$ cat src/rtl/lsu_pkg.sv
// Shared types and default memory window for the load/store unit.
// LSU_BOUNDS_CHECK_EN selects the optional address range check.
package lsu_pkg;

  typedef enum logic [1:0] {
    IDLE    = 2'd0,
    ACCESS  = 2'd1,
    CAPTURE = 2'd2,
    RESP    = 2'd3
  } lsu_state_t;

  localparam logic [7:0] DEF_MEM_BASE  = 8'd64;
  localparam logic [7:0] DEF_MEM_LIMIT = 8'd127;

endpackage

$ cat src/rtl/lsu_addr_check.sv
// Combinational data-window comparator for the load/store unit.
// Instantiated only when LSU_BOUNDS_CHECK_EN is defined.
module lsu_addr_check
  import lsu_pkg::*;
#(
  parameter logic [7:0] BASE  = DEF_MEM_BASE,
  parameter logic [7:0] LIMIT = DEF_MEM_LIMIT
) (
  input  logic [7:0] addr,
  output logic       fault
);

  assign fault = (addr < BASE) || (addr > LIMIT);

endmodule

$ cat src/rtl/load_store_unit.sv
// Single-outstanding load/store unit with a synchronous data memory port.
// Define LSU_BOUNDS_CHECK_EN to fault accesses outside MEM_BASE..MEM_LIMIT.
module load_store_unit
  import lsu_pkg::*;
#(
  parameter logic [7:0] MEM_BASE  = DEF_MEM_BASE,
  parameter logic [7:0] MEM_LIMIT = DEF_MEM_LIMIT
) (
  input  logic       clk,
  input  logic       rst_n,
  input  logic       req_valid,
  output logic       req_ready,
  input  logic       req_is_store,
  input  logic [7:0] req_addr,
  input  logic [7:0] req_wdata,
  output logic       resp_valid,
  input  logic       resp_ready,
  output logic [7:0] resp_rdata,
  output logic       resp_fault,
  output logic [7:0] mem_addr,
  output logic [7:0] mem_wdata,
  output logic       mem_we,
  input  logic [7:0] mem_rdata
);

  lsu_state_t state;
  lsu_state_t state_nxt;

  logic       is_store_q;
  logic [7:0] addr_q;
  logic [7:0] wdata_q;
  logic [7:0] rdata_q;
  logic       addr_fault;
  logic       accept;
  logic       in_access;

  assign req_ready = (state == IDLE);
  assign accept    = req_valid & req_ready;
  assign in_access = (state == ACCESS);

`ifdef LSU_BOUNDS_CHECK_EN
  logic fault_q;

  lsu_addr_check #(
    .BASE  (MEM_BASE),
    .LIMIT (MEM_LIMIT)
  ) u_addr_check (
    .addr  (req_addr),
    .fault (addr_fault)
  );

  always_ff @(posedge clk or negedge rst_n) begin
    if (!rst_n) begin
      fault_q <= 1'b0;
    end else if (accept) begin
      fault_q <= addr_fault;
    end
  end

  assign resp_fault = fault_q;
`else
  logic unused_cfg;

  assign unused_cfg = ^{MEM_BASE, MEM_LIMIT};
  assign addr_fault = 1'b0;
  assign resp_fault = 1'b0;
`endif

  always_ff @(posedge clk or negedge rst_n) begin
    if (!rst_n) begin
      state <= IDLE;
    end else begin
      state <= state_nxt;
    end
  end

  always_comb begin
    state_nxt = state;
    unique case (state)
      IDLE: begin
        if (accept) begin
          state_nxt = addr_fault ? RESP : ACCESS;
        end
      end
      ACCESS:  state_nxt = is_store_q ? RESP : CAPTURE;
      CAPTURE: state_nxt = RESP;
      RESP: begin
        if (resp_ready) begin
          state_nxt = IDLE;
        end
      end
      default: state_nxt = IDLE;
    endcase
  end

  // rdata is cleared on accept so stores and faults answer with zero
  always_ff @(posedge clk or negedge rst_n) begin
    if (!rst_n) begin
      is_store_q <= 1'b0;
      addr_q     <= '0;
      wdata_q    <= '0;
      rdata_q    <= '0;
    end else if (accept) begin
      is_store_q <= req_is_store;
      addr_q     <= req_addr;
      wdata_q    <= req_wdata;
      rdata_q    <= '0;
    end else if (state == CAPTURE) begin
      rdata_q    <= mem_rdata;
    end
  end

  assign mem_we     = in_access & is_store_q;
  assign mem_addr   = in_access ? addr_q  : '0;
  assign mem_wdata  = in_access ? wdata_q : '0;
  assign resp_valid = (state == RESP);
  assign resp_rdata = rdata_q;

endmodule

$ cat config.mk
export PLATFORM = sky130hd
export DESIGN_NAME = load_store_unit
export DESIGN_NICKNAME = d
export VERILOG_FILES = /design/src/rtl/lsu_pkg.sv /design/src/rtl/lsu_addr_check.sv /design/src/rtl/load_store_unit.sv
export SDC_FILE = /design/constraint.sdc
export NUM_CORES = 1
export LEC_CHECK = 0
export CORE_ASPECT_RATIO = 0.6
export CORE_MARGIN = 8
export CORE_UTILIZATION = 41
export DETAILED_ROUTE_END_ITERATION = 10
export PLACE_DENSITY_LB_ADDON = 0.3
export SYNTH_ARGS = -nofsm -noshare
export SYNTH_HDL_FRONTEND = slang
export SYNTH_SLANG_ARGS = --single-unit
$ cat constraint.sdc
create_clock -name clk -period 2.2 [get_ports clk]
set_clock_uncertainty 0.1 [all_clocks]
set_input_delay 0.44 -clock clk [delete_from_list [all_inputs] [get_ports clk]]
set_output_delay 0.44 -clock clk [all_outputs]
set_load 0.02 [all_outputs]
---- Yosys cells after proc, flatten, opt, wreduce, memory -nomap -nowiden ----
Index checks and enable logic that the tools add are counted.
word-level totals
  bits in registers ....................... 27
  input port bits ......................... 29
  output and inout port bits .............. 28
  word-level logic and storage cells ...... 23
cells by class
  equality and inequality tests ........... 5
  multiplexer cells ....................... 8
  bitwise gates (word level) .............. 2
  reductions and logical operators ........ 3
operator list
  operator                                               count
  2-to-1 mux 8 bit                                       4
  case mux 2 bit (4 select lines)                        1
  == test 2 bit, second input constant                   2
  2-to-1 mux 2 bit                                       2
  inequality test 2 x 1 -> 1 bit, second input constant  2
  bitwise AND 1 bit                                      2
  == test 2 x 1 -> 1 bit, second input constant          1
  zero test 2 bit                                        1
  AND reduction 2 bit                                    1
  nonzero test 2 bit                                     1
  2-to-1 mux 1 bit                                       1

---- Logic depth before layout (Yosys ltp) ----
  depth in word-level cells ............... 4
  depth in mapped cells ................... 6
  depth with buffers taken out ............ 5

---- Worst setup path after synthesis ----
Ideal clock, no wire load.
  path type ............................... reg2reg
  start ................................... reg state[0]
  end ..................................... reg addr_q[0]
  setup time .............................. 125 ps
  arrival ................................. 1524 ps
  required time ........................... 1975 ps
  slack ................................... 451 ps
  cell stages (with the launch flop) ...... 7
  buffers on the path ..................... 1
  period minus slack after synthesis ...... 1749 ps
  path through ............................ dfrtp_1 inv_1 ha_1 inv_2 nor2_8 buf_12 mux2_4
between the ends
  longest elaborated chain between the ends .. 2
RTL lines
  item                    line                    source
  start, declared         load_store_unit.sv:26   lsu_state_t state;
  start signal, assigned  load_store_unit.sv:73   state <= state_nxt;
  zero test 2 bit         load_store_unit.sv:37   assign req_ready = (state == IDLE);
  net req_ready           load_store_unit.sv:12   output logic req_ready,
  bitwise AND 1 bit       load_store_unit.sv:38   assign accept = req_valid & req_ready;
  end signal, assigned    load_store_unit.sv:105  addr_q <= req_addr;
  end, declared           load_store_unit.sv:30   logic [7:0] addr_q;
The timed path passes the listed nets, and every way through them passes these cells.
A chain may end at the register's enable or synchronous reset.

---- Worst setup path after layout ----
  start ................................... reg state[1]
  end ..................................... out resp_valid
between the ends
  longest elaborated chain between the ends .. 1
RTL lines
  item           line                    source
  == test 2 bit  load_store_unit.sv:116  assign resp_valid = (state == RESP);
  end, declared  load_store_unit.sv:16   output logic resp_valid,
Every way passes these cells.

==> impl_metrics.json <==
{
  "outcome": "finished clean",
  "rows": 16,
  "fin_util": 0.619,
  "start_util": 0.414,
  "design.die.area_mm2": 0.00532,
  "fmax_mhz": 477,
  "rsz0062_at_grt": "no",
  "io_pins": 57,
  "fp.dieW_um": 89.0,
  "fin_crit_sh": 0.954,
  "ys_types": 21,
  "dp_cells": 199,
  "ir_worst_vdd_mv": 0.754,
  "grt_max_degree": 28,
  "viasPerCell": 4.49,
  "clk_transition_reported_paths_ns": 0.09,
  "static-leakage-power_nw": 0.912,
  "yosys_warnings": 0,
  "hold_viol_final": 0,
  "synth_cells": 98,
  "yosys.area_share.simple": 0.129,
  "dr.pass1.iters": 3,
  "clock_path_buffers": 2,
  "cpPeakStageDelay_ns": 0.55,
  "critPathArrivalTime_ns": 1.56,
  "ys.flop_type": "dfrtp_1",
  "min_period_ns": 2.10,
  "worstSkewPairLatency_ns": 0.27,
  "syn_nets": 131,
  "powerDensity_mw_per_mm2": 1360,
  "synthArstFlopShare": 1.00,
  "design_area_mm2": 0.00196,
  "drive_gt1_frac": 0.209,
  "cp_slowest_cell": "clkdlybuf4s50_1",
  "core_mm2": 0.00316,
  "path_max_fanout": 4,
  "htreeDepth": 1,
  "setup_viol": 0,
  "fillCellCount": 268,
  "first_iter_violations": 27,
  "vias": 911,
  "synth-seq-area-share": 0.516,
  "maxSlewViolCount": 0,
  "cap_viol_max_count": 0,
  "crit_required_ns": 1.66,
  "synth_top_family_by_area": "multiplexers",
  "yosys.area_share.xor_xnor": 0,
  "synth_compound_area_frac": 0.0162,
  "synth_top_area_cell": "dfrtp_1",
  "ant_nets": 0,
  "n_antenna_cell": 0,
  "clock_tree.root_cell": "clkbuf_8",
  "finalWirelength_um": 3120,
  "die_y_um": 59.8,
  "hold_path_class": "reg2reg",
  "endpoint_kind": "primary output",
  "clock_sinks": 27,
  "grt_pass1_vias": 1021,
  "track_usage": 0.124,
  "crit_chain": "buf_4 -> ha_1 -> clkdlybuf4s50_1",
  "synth_top_area_frac": 0.516,
  "netlist_area_mm2": 0.00131,
  "setup_tns_ns": 0,
  "critPathKind": "reg2out",
  "synth.mux.area_fraction": 0.250,
  "synth.most_common_cell": "dfrtp_1",
  "io_buffers": 55,
  "layoutNonFillerInstCount": 203,
  "wl_per_cell_um": 15.4,
  "synthAdderAreaFrac": 0.0382,
  "cts_made_buffers": 3,
  "grt_overflow": 0,
  "startpoint_type": "flip-flop",
  "grt_first_pass_wirelength_um": 4940,
  "syn_to_final_growth_pct": 49.6,
  "post_dp_cell_area_mm2": 0.00193,
  "synth_edf_count": 0,
  "yosys-top-cells-area": "dfrtp_1 52%, mux2_4 14%, and2_1 8.1%",
  "ys_seq_elements": 27,
  "place_congestion": 0.728,
  "final_nets": 192,
  "cts_tree": "yes",
  "antenna_found_initial": 0,
  "cts_hold_buf": 0,
  "synthTopCellsByCount": "27 x dfrtp_1, 17 x and2_1, 12 x mux2_4",
  "drcViolationCount": 0,
  "dp_hpwl_um": 2570,
  "avgSynthCellArea_um2": 13.4
}
## cell families (layout without fill, tap and decap cells)
family / Yosys count / in the layout
AND/OR/NAND/NOR: 28 / 28
flip-flops: 27 / 27
other: 1 / 1
multiplexers: 26 / 26
buffers and inverters: 9 / 69
adder cells (fa/ha/maj): 4 / 4
AO/OA/AOI/OAI: 3 / 3
## metrics by stage
step	setup WS [ns]	power (W)	hold WS [ns]
2_1_floorplan	0.451	0.00184	0.0444
3_3_place_gp	0.187	0.00244	0.383
3_5_place_dp	0.113	0.00250	0.389
4_1_cts	0.0662	0.00269	0.413
5_1_grt	0.00213	0.00286	0.421
6_report	0.102	0.00267	0.408
## layer usage
layer | track usage | part of all wire
met5 | 0 | 0
met4 | 0.0423 | 0.011
met3 | 0.0521 | 0.074
met2 | 0.207 | 0.51
met1 | 0.141 | 0.40
## path summary, 6_finish.rpt
kind                       slack, ns              startpoint  depth (start not counted)                     end
setup / recovery                0.10    state[1]$_DFFE_PN0P_                          3              resp_valid
hold / removal                  0.41  wdata_q[4]$_DFFE_PN0P_                          1  wdata_q[4]$_DFFE_PN0P_
setup reg to reg                0.42    state[0]$_DFFE_PN0P_                          6  wdata_q[2]$_DFFE_PN0P_
hold reg to reg                 0.41  wdata_q[4]$_DFFE_PN0P_                          1  wdata_q[4]$_DFFE_PN0P_
max in group asynchronous       1.33                   rst_n                          2   addr_q[3]$_DFFE_PN0P_
min in group asynchronous       0.43                   rst_n                          2  wdata_q[6]$_DFFE_PN0P_
## area by class of cell
class,instances,area (µm²),area share
tap,45,56.3,0.0287
sequential,27,676,0.345
clock buffer,3,41.3,0.0211
clock inverter,1,5.00,0.00255
multi-input combinational,62,572,0.292
inverter,4,15.0,0.00766
timing repair buffer,61,594,0.303
## cells in the final DEF, fill, tap and decap left out
| cell | instances |
|---|---|
| or2_2 | 1 |
| a2bb2oi_1 | 1 |
| o31ai_1 | 1 |
| buf_4 | 5 |
| clkdlybuf4s50_1 | 37 |
| and2_1 | 17 |
| inv_1 | 2 |
| dlygate4sd2_1 | 7 |
| dfrtp_1 | 27 |
| mux2_2 | 6 |
| nor2b_1 | 1 |
| clkbuf_8 | 3 |
| clkbuf_2 | 1 |
| clkinv_2 | 1 |
| conb_1 | 1 |
| a21oi_1 | 1 |
| mux2i_1 | 8 |
| nor2_1 | 8 |
| buf_12 | 1 |
| nor2_8 | 1 |
| mux2_4 | 12 |
| inv_2 | 2 |
| ha_1 | 4 |
| clkdlybuf4s15_1 | 10 |
## where the power goes
part | leakage (nW) | switching (W) | internal [W]
combinational | 0.562 | 0.000716 | 0.000803
clock | 0.0255 | 0.000150 | 0.000127
sequential | 0.324 | 0.000125 | 0.000747
total | 0.912 | 0.000991 | 0.00168
## worst max-delay path: cells and delay by family (launching register included)
| family | cells | cell delay, ns |
|---|---|---|
| adders and majority gates | 1 | 0.20 |
| buffers and inverters | 2 | 0.70 |
| DFF | 1 | 0.39 |
## state kept, by name, summed over array words and instances (netlist names)
name / flops
resp_rdata: 8
wdata_q: 8
state: 2
addr_q: 8
is_store_q: 1
## timing repair
action,CTS,global route
endpoints found under the setup margin,18,11
setup buffers,0,0
resized for setup,18,12
Power figures use the tool's default switching activity.
